==> config.mk <==
export PLATFORM = sky130hd
export DESIGN_NAME = os_input_buf
export DESIGN_NICKNAME = d
export VERILOG_FILES = /design/src/rtl/os_input_buf.sv
export SDC_FILE = /design/constraint.sdc
export NUM_CORES = 1
export LEC_CHECK = 0
export BUFFER_PORTS_ARGS = -buffer_cell sky130_fd_sc_hd__clkbuf_2
export CORE_UTILIZATION = 50
export DETAILED_ROUTE_END_ITERATION = 16
export GPL_TIMING_DRIVEN = 0
export PLACE_DENSITY_LB_ADDON = 0.2
export SLEW_MARGIN = 20
export SYNTH_ARGS = -nofsm -noshare
export SYNTH_HDL_FRONTEND = slang
export SYNTH_SLANG_ARGS = --single-unit
export TNS_END_PERCENT = 20
==> constraint.sdc <==
create_clock -name clk -period 5.2 [get_ports clk]
set_input_delay 1.04 -clock clk [delete_from_list [all_inputs] [get_ports clk]]
set_output_delay 1.04 -clock clk [all_outputs]
set_load 0.03 [all_outputs]
==> src/rtl/os_input_buf.sv <==
// Oversampled polyphase input buffer.
// Collects D new ADC samples per frame into an M-deep circular history and then
// streams the M most recent samples, newest first, to an M-branch polyphase FIR.
// Branches older than the samples written since reset are forced to zero, so
// the start-up frames see a zero history without the buffer being cleared.
module os_input_buf #(
  parameter int M     = 8,
  parameter int D     = 6,
  parameter int WIDTH = 16
) (
  input  logic             clk,
  input  logic             rst,
  input  logic [WIDTH-1:0] din,
  input  logic             din_valid,
  output logic             din_ready,
  output logic [WIDTH-1:0] dout,
  output logic             dout_valid,
  input  logic             dout_ready,
  output logic             frame_start
);

  localparam int AW = (M > 1) ? $clog2(M) : 1;
  localparam int CW = $clog2(M + 1);

  typedef enum logic {
    ST_FILL = 1'b0,
    ST_EMIT = 1'b1
  } state_t;

  state_t           state_r, state_nxt_s;
  logic [AW-1:0]    wptr_r, wptr_nxt_s;
  logic [AW-1:0]    rptr_r, rptr_nxt_s;
  logic [CW-1:0]    fcnt_r, fcnt_nxt_s;
  logic [CW-1:0]    hist_r, hist_nxt_s;
  logic [CW-1:0]    lcnt_r, lcnt_nxt_s;
  logic [WIDTH-1:0] dout_r, dout_nxt_s;
  logic             dout_valid_r, dout_valid_nxt_s;
  logic             frame_start_r, frame_start_nxt_s;
  logic             din_ready_r, din_ready_nxt_s;
  logic             wr_en_s;
  logic [WIDTH-1:0] mem_r [M];

  // Next-state, pointer and output-register logic for the FILL/EMIT FSM.
  always_comb begin
    state_nxt_s       = state_r;
    wptr_nxt_s        = wptr_r;
    rptr_nxt_s        = rptr_r;
    fcnt_nxt_s        = fcnt_r;
    hist_nxt_s        = hist_r;
    lcnt_nxt_s        = lcnt_r;
    dout_nxt_s        = dout_r;
    dout_valid_nxt_s  = dout_valid_r;
    frame_start_nxt_s = frame_start_r;
    wr_en_s           = 1'b0;
    case (state_r)
      ST_FILL: begin
        if (din_valid && din_ready_r) begin
          wr_en_s    = 1'b1;
          wptr_nxt_s = (wptr_r == AW'(M - 1)) ? {AW{1'b0}} : wptr_r + AW'(1);
          hist_nxt_s = (hist_r == CW'(M)) ? hist_r : hist_r + CW'(1);
          if (fcnt_r == CW'(D - 1)) begin
            // Last new sample of the frame: newest sample sits at the
            // current write pointer, so the read-out starts there.
            state_nxt_s = ST_EMIT;
            fcnt_nxt_s  = {CW{1'b0}};
            rptr_nxt_s  = wptr_r;
            lcnt_nxt_s  = {CW{1'b0}};
          end else begin
            fcnt_nxt_s = fcnt_r + CW'(1);
          end
        end else begin
          wr_en_s = 1'b0;
        end
      end
      ST_EMIT: begin
        if (!dout_valid_r || dout_ready) begin
          if (lcnt_r != CW'(M)) begin
            // Load the next branch word; offsets beyond the written history read as zero.
            dout_nxt_s        = (lcnt_r < hist_r) ? mem_r[rptr_r] : {WIDTH{1'b0}};
            dout_valid_nxt_s  = 1'b1;
            frame_start_nxt_s = (lcnt_r == {CW{1'b0}});
            rptr_nxt_s        = (rptr_r == {AW{1'b0}}) ? AW'(M - 1) : rptr_r - AW'(1);
            lcnt_nxt_s        = lcnt_r + CW'(1);
          end else begin
            // The M-th word has just been taken: close the frame.
            dout_valid_nxt_s  = 1'b0;
            frame_start_nxt_s = 1'b0;
            state_nxt_s       = ST_FILL;
          end
        end else begin
          // Downstream stalled: hold the presented word.
          dout_valid_nxt_s = dout_valid_r;
        end
      end
      default: begin
        state_nxt_s       = ST_FILL;
        dout_valid_nxt_s  = 1'b0;
        frame_start_nxt_s = 1'b0;
      end
    endcase
    din_ready_nxt_s = (state_nxt_s == ST_FILL);
  end

  // State, pointers, counters and registered outputs with async active-low reset.
  always_ff @(posedge clk or negedge rst) begin
    if (!rst) begin
      state_r       <= ST_FILL;
      wptr_r        <= {AW{1'b0}};
      rptr_r        <= {AW{1'b0}};
      fcnt_r        <= {CW{1'b0}};
      hist_r        <= {CW{1'b0}};
      lcnt_r        <= {CW{1'b0}};
      dout_r        <= {WIDTH{1'b0}};
      dout_valid_r  <= 1'b0;
      frame_start_r <= 1'b0;
      din_ready_r   <= 1'b0;
    end else begin
      state_r       <= state_nxt_s;
      wptr_r        <= wptr_nxt_s;
      rptr_r        <= rptr_nxt_s;
      fcnt_r        <= fcnt_nxt_s;
      hist_r        <= hist_nxt_s;
      lcnt_r        <= lcnt_nxt_s;
      dout_r        <= dout_nxt_s;
      dout_valid_r  <= dout_valid_nxt_s;
      frame_start_r <= frame_start_nxt_s;
      din_ready_r   <= din_ready_nxt_s;
    end
  end

  // History storage; deliberately not reset, stale entries are masked by hist_r.
  always_ff @(posedge clk) begin
    if (wr_en_s) begin
      mem_r[wptr_r] <= din;
    end
  end

  assign din_ready   = din_ready_r;
  assign dout        = dout_r;
  assign dout_valid  = dout_valid_r;
  assign frame_start = frame_start_r;

endmodule
; After elaboration in Yosys (flattened, before gate mapping)
; Memory sizes are Yosys's and may differ from the RTL's.
; Index checks and enable logic that the tools add are counted.
; Widths: inputs -> output; s select.
[word_totals]
register_bits = 38
mem_bits_rw = 128
input_bits = 20
output_inout_bits = 19
elab_cells = 62
n_memories = 1
[op_classes]
n_addsub = 5
order_cmp = 1
eq_ne = 8
mux = 24
bitwise_logic = 3
n_reduce_logical = 10
[memory_table]
columns = name, depth, word_bits, rd, rd_ports_with_merged_regs, wr, line_no
row1 = mem_r, 8, 16, 1, 0, 1, 41  ; logic [WIDTH-1:0] mem_r [M];
[ops]
columns = operator, n
row1 = $mux 4, 5
row2 = $mux 3, 6
row3 = $mux 16, 1
row4 = $add 4x1->4 const B, 3
row5 = $mux 1, 9
row6 = $pmux 4 s2, 1
row7 = $pmux 3 s2, 1
row8 = $reduce_and 3->1, 2
row9 = $eq 4x3->1 const B, 1
row10 = $eq 4x4->1 const B, 1
row11 = $logic_not 4->1, 1
row12 = $lt 4x4->1, 1
row13 = $ne 2x1->1 const B, 2
row14 = $ne 2x2->1 const B, 2
row15 = $ne 4x4->1 const B, 1
row16 = $reduce_and 2->1, 2
row17 = $reduce_and 4->1, 1
row18 = $add 3x1->3 const B, 1
row19 = $eq 3x3->1 const B, 1
row20 = $logic_not 3->1, 1
row21 = $not 1->1, 3
row22 = $sub 3x1->3 const B, 1
row23 = $pmux 1 s2, 1
row24 = $logic_and 1x1->1, 1
row25 = other kinds (2), 2

; Logic depth before layout (Yosys ltp)
; Gate-level depths: netlist (run 1).
[logic_depth]
word_depth = 5
ltp_mapped = 8
mapped_depth_nobuf = 6

; Least setup slack after synthesis (run 1)
; Ideal clock, no wire load.
[synth_path]
path_kind = input to register
start = input port din_valid
end = memory mem_r[0][0] (enable)
setup_time_ps = 431
arrival_ps = 2887
required_ps = 4769
slack_ps = 1883
stages = 2
path_buffers = 0
path_cell_list = nand3b_1 -> nor4_1
[synth_via]
elab_chain_cells = 5
[synth_lines]
columns = element, line_no
row1 = from (decl), 14  ; input logic din_valid,
row2 = $logic_and 1x1->1, 57  ; if (din_valid && din_ready_r) begin
row3 = $mux 1, 57
row4 = $mux 1, 55  ; case (state_r)
row5 = $mux 1, 133  ; if (wr_en_s) begin
row6 = $mux 1 (implied by the code), 134  ; mem_r[wptr_r] <= din;
row7 = to (decl), 41
; No other way between the ends.

; Worst setup path in the final report (run 1)
[layout_path]
start = input port din_valid
end = memory mem_r[4][1] (enable)
; Same word-level chain as after synthesis.

==> qor.txt, run 1 <==
Status: completed
Top FF cell, synth: edfxtp_1
Fraction of layout cells with a size suffix above 1: 26.4%
Synth Instances: 357
# nets final: 458
DP Area: 7300 sq um
Hold Vio Cnt, Final: 0
Total wire length: 12600 um
Post-synth cell types: 40
Peak supply drop: 0.000290 V
Unrepaired setup endpoints after global routing: no
PortBufs: 38
Slew HR: 37.4%
I/O pin total: 39
TritonCTS Sinks: 166
CP max FO: 7
R2r worst-path depth: 5
Seq cells post-synth: 166
Critical path origin: din_valid
Overflow after GRT: 0
Min-delay src: frame_start$_DFFE_PN0P_
Die Wd: 118 um
CP endpoint kind: flip-flop
CORE AREA: 13200 sq um
Total GRT Usage: 19.8%
Setup violations, final: 0
Area grow syn2layout: 16.5%
Maxcap violations: 0
# hold bufs at CTS: 0
Area share of the largest cell type after synthesis: 57.1%
Resized Gates After CTS: 0
Setup_tns: 0 ps
Die area: 13900 sq um
FP Rows: 42
Setup CP Type: primary input to flip-flop
Max-slew violation count: 0
Max clock buf depth: 2
Post-synth EDFFs: 128
Post-route cell area: 7850 sq um
Leak: 2.93 nW
Wire per inst: 20.5 um
Worst-Skew Late Latency: 420 ps
Antenna-violating nets left: 0
Initial antenna violation count: 0
Seq/Total Area, Yosys: 71.2%
Fill cells: 962
Post-synthesis net count: 388
Maximum clock frequency: 0.383 GHz
Leading area contributor after synthesis: edfxtp_1
Fin Hold WS: 472 ps
CP Depth: 7
Fin crit share: 50.2%
Worst path buffer plus inverter count: 4
Crit path largest cell delay: 490 ps
Number of antenna diodes: 0
Clock Skews: 7.55 ps
Post-route DRC: 0
CTS tree: yes
CP arrival: 2740 ps
Largest net degree at the start of global routing: 39
Synthesis Warnings: 0
Number of global-route vias before repair: 3638
Postcts setup bufs: 0
Setup WS pre-CTS: 2130 ps
HP Class: flip-flop to flip-flop
Initial drt markers: 261
Most frequent CP cell: buf_6
First-pass GRT wire length: 19900 um
Vias per std cell: 5.72
Worst r2r dst: mem_r[0][4]$_DFFE_PP_
Top post-synthesis cells by area: edfxtp_1 57%, dfrtp_1 14%, mux4_1 9.8%
Initial Util: 51.1%
Crit path max-delay cell type: nor3_2
Die Ht: 118 um
Worst path required time: 5330 ps
Final worst path period need: 2610 ps
Critical path capture point: mem_r[4][1]$_DFFE_PP_
Cts bufs inserted: 17
Final GP Congestion: 0.736
Async set-or-reset flop fraction in the synthesized netlist: 22.9%
Clock Root Buffer: clkbuf_16
H-Tree Depth: 4
Avg Synthesized Cell Area: 18.9 sq um
Reg2reg start: state_r$_DFF_PN0_
1st-pass router iterations: 5
Worst slew pin tran: 938 ps
DP Wirelength: 8270 um
PwrDens: 552 nW/um^2
Clk pin slew, worst setup/hold paths: 60 ps
Setup WS post-layout: 2590 ps
Via count: 3516
Synth Cell Area: 6730 sq um
Family with the most delay on the worst path: simple AND/OR/NAND/NOR gates
Worst setup SP type: primary input
Worst-path cell chain: clkbuf_2 -> and3b_1 -> clkbuf_1 -> nand2_1 -> nor3_2 -> buf_6 -> buf_6
Setup slack, reg-to-reg: 2760 ps
through the flow:
step	power, mW	util [%]	std cells
2_1_floorplan	2.78	-	357
3_3_place_gp	3.11	54.2	571
3_5_place_dp	3.19	55.3	584
4_1_cts	4.37	59.5	615
5_1_grt	4.54	59.5	615
6_report	4.33	59.5	615
worst min path at each step:
stage / end / slack, ps / cells past startpoint
floorplan: fcnt_r[2]$_DFFE_PN0P_ / 480 / 1
global placement: frame_start$_DFFE_PN0P_ / 460 / 2
detailed placement: frame_start$_DFFE_PN0P_ / 460 / 2
CTS: frame_start$_DFFE_PN0P_ / 480 / 2
global route: frame_start$_DFFE_PN0P_ / 520 / 2
finish: frame_start$_DFFE_PN0P_ / 470 / 2
layout by cell type (no fill, tap or decap), types with 5 or more instances in the layout:
master,Yosys,final
a22o_1,16,16
buf_4,1,5
buf_6,3,8
clkbuf_1,10,14
clkbuf_16,0,17
clkbuf_2,0,37
dfrtp_1,38,38
edfxtp_1,128,128
ha_1,11,11
inv_1,12,12
mux2_2,18,18
mux4_1,25,25
mux4_2,7,7
nand2_1,24,24
o21ai_0,11,11
logic make-up (layout without fill, tap and decap cells):
| kind of cell | count (synthesis) | in the layout | synth area share, % |
|---|---|---|---|
| mux | 51 | 51 | 15.3 |
| simple gates | 56 | 56 | 4.12 |
| fa+ha+maj | 11 | 11 | 2.04 |
| compound gates | 41 | 41 | 4.50 |
| flops | 166 | 166 | 71.2 |
| buf+inv | 28 | 110 | 2.36 |
| xor+xnor | 4 | 4 | 0.520 |
sequential cells by signal (all words and copies together), names as in the netlist:
name,cells
mem_r,128
dout,16
fcnt_r,4
hist_r,4
lcnt_r,4
rptr_r,3
wptr_r,3
din_ready,1
dout_valid,1
frame_start,1
state_r,1
worst reg2reg max path, delay by kind of cell, from the launching register on:
| family | cells | cell delay [ps] |
|---|---|---|
| buffers and inverters | 3 | 730 |
| DFF | 1 | 380 |
| and+or+nand+nor | 2 | 1020 |
synth_stat cells (4+ instances only):
cell,number
ha_1,11
o21ai_0,11
mux2_2,18
mux4_2,7
mux4_1,25
dfrtp_1,38
nand3_1,4
inv_1,12
nor2_1,4
xnor2_1,4
edfxtp_1,128
a22o_1,16
nand2_1,24
nand2b_1,4
clkbuf_1,10
nor3_1,6
metal layers:
layer | vias up | wire length, um | track usage [%]
met4 | 0 | 194 | 6.73
met2 | 92 | 6340 | 32.1
met5 | - | 0 | 0
li1 | 1575 | - | -
met1 | 1827 | 5550 | 25.8
met3 | 22 | 550 | 5.57
where the power goes:
group / switching (mW) / internal, mW
Sequential: 0.154 / 1.66
Clock: 0.475 / 0.698
Combinational: 0.734 / 0.609
area by class of cell:
| cell class | instances | area [sq um] | share of cell area (%) |
|---|---|---|---|
| multi-input cells | 163 | 1820 | 23.2 |
| clock buffers | 21 | 440 | 5.61 |
| clock inverters | 10 | 108 | 1.37 |
| well taps | 176 | 220 | 2.81 |
| inverters | 12 | 45.0 | 0.574 |
| repair buffers | 51 | 307 | 3.91 |
| flip-flops and latches | 166 | 4790 | 61.1 |
| plain buffers | 16 | 114 | 1.45 |
Power figures use the tool's default switching activity.
==> run 2: changes to the inputs <==
- clock period: 5.2 -> 2.65 ns (I/O delays scaled with it)
==> qor.txt, run 2 (synthesis results as in run 1) <==
DP Wirelength: 8360 um
Setup_tns: 0 ps
Post-route DRC: 0
Unrepaired setup endpoints after global routing: no
Total GRT Usage: 20.6%
Fraction of layout cells with a size suffix above 1: 27.4%
PortBufs: 38
Setup slack, reg-to-reg: 250 ps
Most frequent cells in the layout: 128 x edfxtp_1, 38 x dfrtp_1, 37 x clkbuf_2
Setup WS pre-CTS: 170 ps
GRT met1 Usage: 26.9%
Clk pin slew, worst setup/hold paths: 70 ps
# hold bufs at CTS: 0
First-pass GRT wire length: 20400 um
Commonest non-fill, non-tap cell in the layout: edfxtp_1
Number of antenna diodes: 0
CORE AREA: 13200 sq um
Largest net degree at the start of global routing: 39
CP max FO: 10
Initial drt markers: 221
Die Ht: 118 um
Status: completed
Hold Vio Cnt, Final: 0
Max reg flops: 128
Fin crit share: 90.6%
Setup CP Type: flip-flop to flip-flop
CP endpoint kind: flip-flop
Register name with the most flops: mem_r
Via count: 3503
Initial Util: 51.1%
Worst setup SP type: flip-flop
Die area: 13900 sq um
Fill cells: 979
HP Class: primary input to asynchronous set/reset pin
# nets final: 456
TritonCTS Sinks: 166
Cts bufs inserted: 17
CTS tree: yes
Resized Gates After CTS: 0
Overflow after GRT: 0
Final worst path period need: 2400 ps
Max clock buf depth: 2
CP arrival: 2680 ps
Area grow syn2layout: 16.8%
H-Tree Depth: 4
Clock Root Buffer: clkbuf_16
Vias per std cell: 5.71
Maximum clock frequency: 0.416 GHz
Total wire length: 12900 um
Leak: 2.94 nW
Max-slew violation count: 0
Postcts setup bufs: 0
1st-pass router iterations: 4
Most used routing layer: met2
Slew HR: 36.7%
Grt met3 use: 5.38%
Worst-Skew Late Latency: 430 ps
Number of global-route vias before repair: 3598
Initial antenna violation count: 0
Die Wd: 118 um
Worst path required time: 2930 ps
I/O pin total: 39
Setup WS post-layout: 248 ps
PwrDens: 1080 nW/um^2
FP Rows: 42
Clock Skews: 5.01 ps
Met2 Resource Use GR: 32.5%
Setup violations, final: 0
Maxcap violations: 0
Wire per inst: 21.0 um
Peak supply drop: 0.000575 V
Worst slew pin tran: 949 ps
Final GP Congestion: 0.739
Antenna-violating nets left: 0
## run 2: cell types whose count changed in the layout (fill, tap and decap cells not counted), moves of 2 or more
cell	before	now
bufinv_16	2	0
clkinv_4	0	3
buf_2	4	1
buf_8	2	4
clkbuf_1	14	10
inv_6	0	4
buf_4	5	7
buf_6	8	5
## run 2: path summary, 6_finish.rpt
| path | start | end | cells past startpoint |
|---|---|---|---|
| max in group asynchronous | rst | dout[5]$_DFFE_PN0P_ | 1 |
| hold reg to reg | frame_start$_DFFE_PN0P_ | frame_start$_DFFE_PN0P_ | 2 |
| min in group clk | din[6] | mem_r[6][6]$_DFFE_PP_ | 1 |
| setup / recovery | lcnt_r[0]$_DFFE_PN0P_ | lcnt_r[0]$_DFFE_PN0P_ | 7 |
| setup reg to reg | lcnt_r[0]$_DFFE_PN0P_ | lcnt_r[0]$_DFFE_PN0P_ | 7 |
| hold / removal | rst | dout[15]$_DFFE_PN0P_ | 1 |
## run 2: per-layer routing
metal | share of wire, % | vias to the layer above | wire length, um
li1 | - | 1581 | -
met5 | 0 | - | 0
met3 | 5.0 | 23 | 648
met4 | 2.0 | 0 | 253
met2 | 50 | 96 | 6490
met1 | 43 | 1803 | 5480
## run 2: power by group
part / switching, mW / internal [mW] / total (mW)
clock network: 1.05 / 1.25 / 2.29
registers: 0.314 / 3.25 / 3.57
logic: 1.44 / 1.20 / 2.64
## run 2: worst max-delay path: stages (launching register included)
cell	delay, ps
dfrtp_1	440
inv_1	80
ha_1	160
nand3b_1	120
nand3_1	150
clkbuf_1	540
clkbuf_1	590
o21ai_0	170
## run 2: metrics by stage
step           total power [mW]  std cells  hold slack, ps  util [%]  cell area, sq um
6_report                   8.50        614             245      59.6              7860
5_1_grt                    8.94        614             304      59.6              7860
4_1_cts                    8.58        614             312      59.6              7860
3_5_place_dp               6.26        582             471      55.4              7300
3_3_place_gp               6.11        571             465      54.2              7150
2_1_floorplan              5.46        357             234         -              6740
## run 2: area by class of cell
type	instances	area (sq um)	area share [%]
plain buffers	16	114	1.45
clock buffers	18	439	5.58
flip-flops and latches	166	4790	61.0
well taps	176	220	2.80
repair buffers	49	303	3.85
inverters	12	45.0	0.573
clock inverters	14	120	1.53
multi-input cells	163	1830	23.2
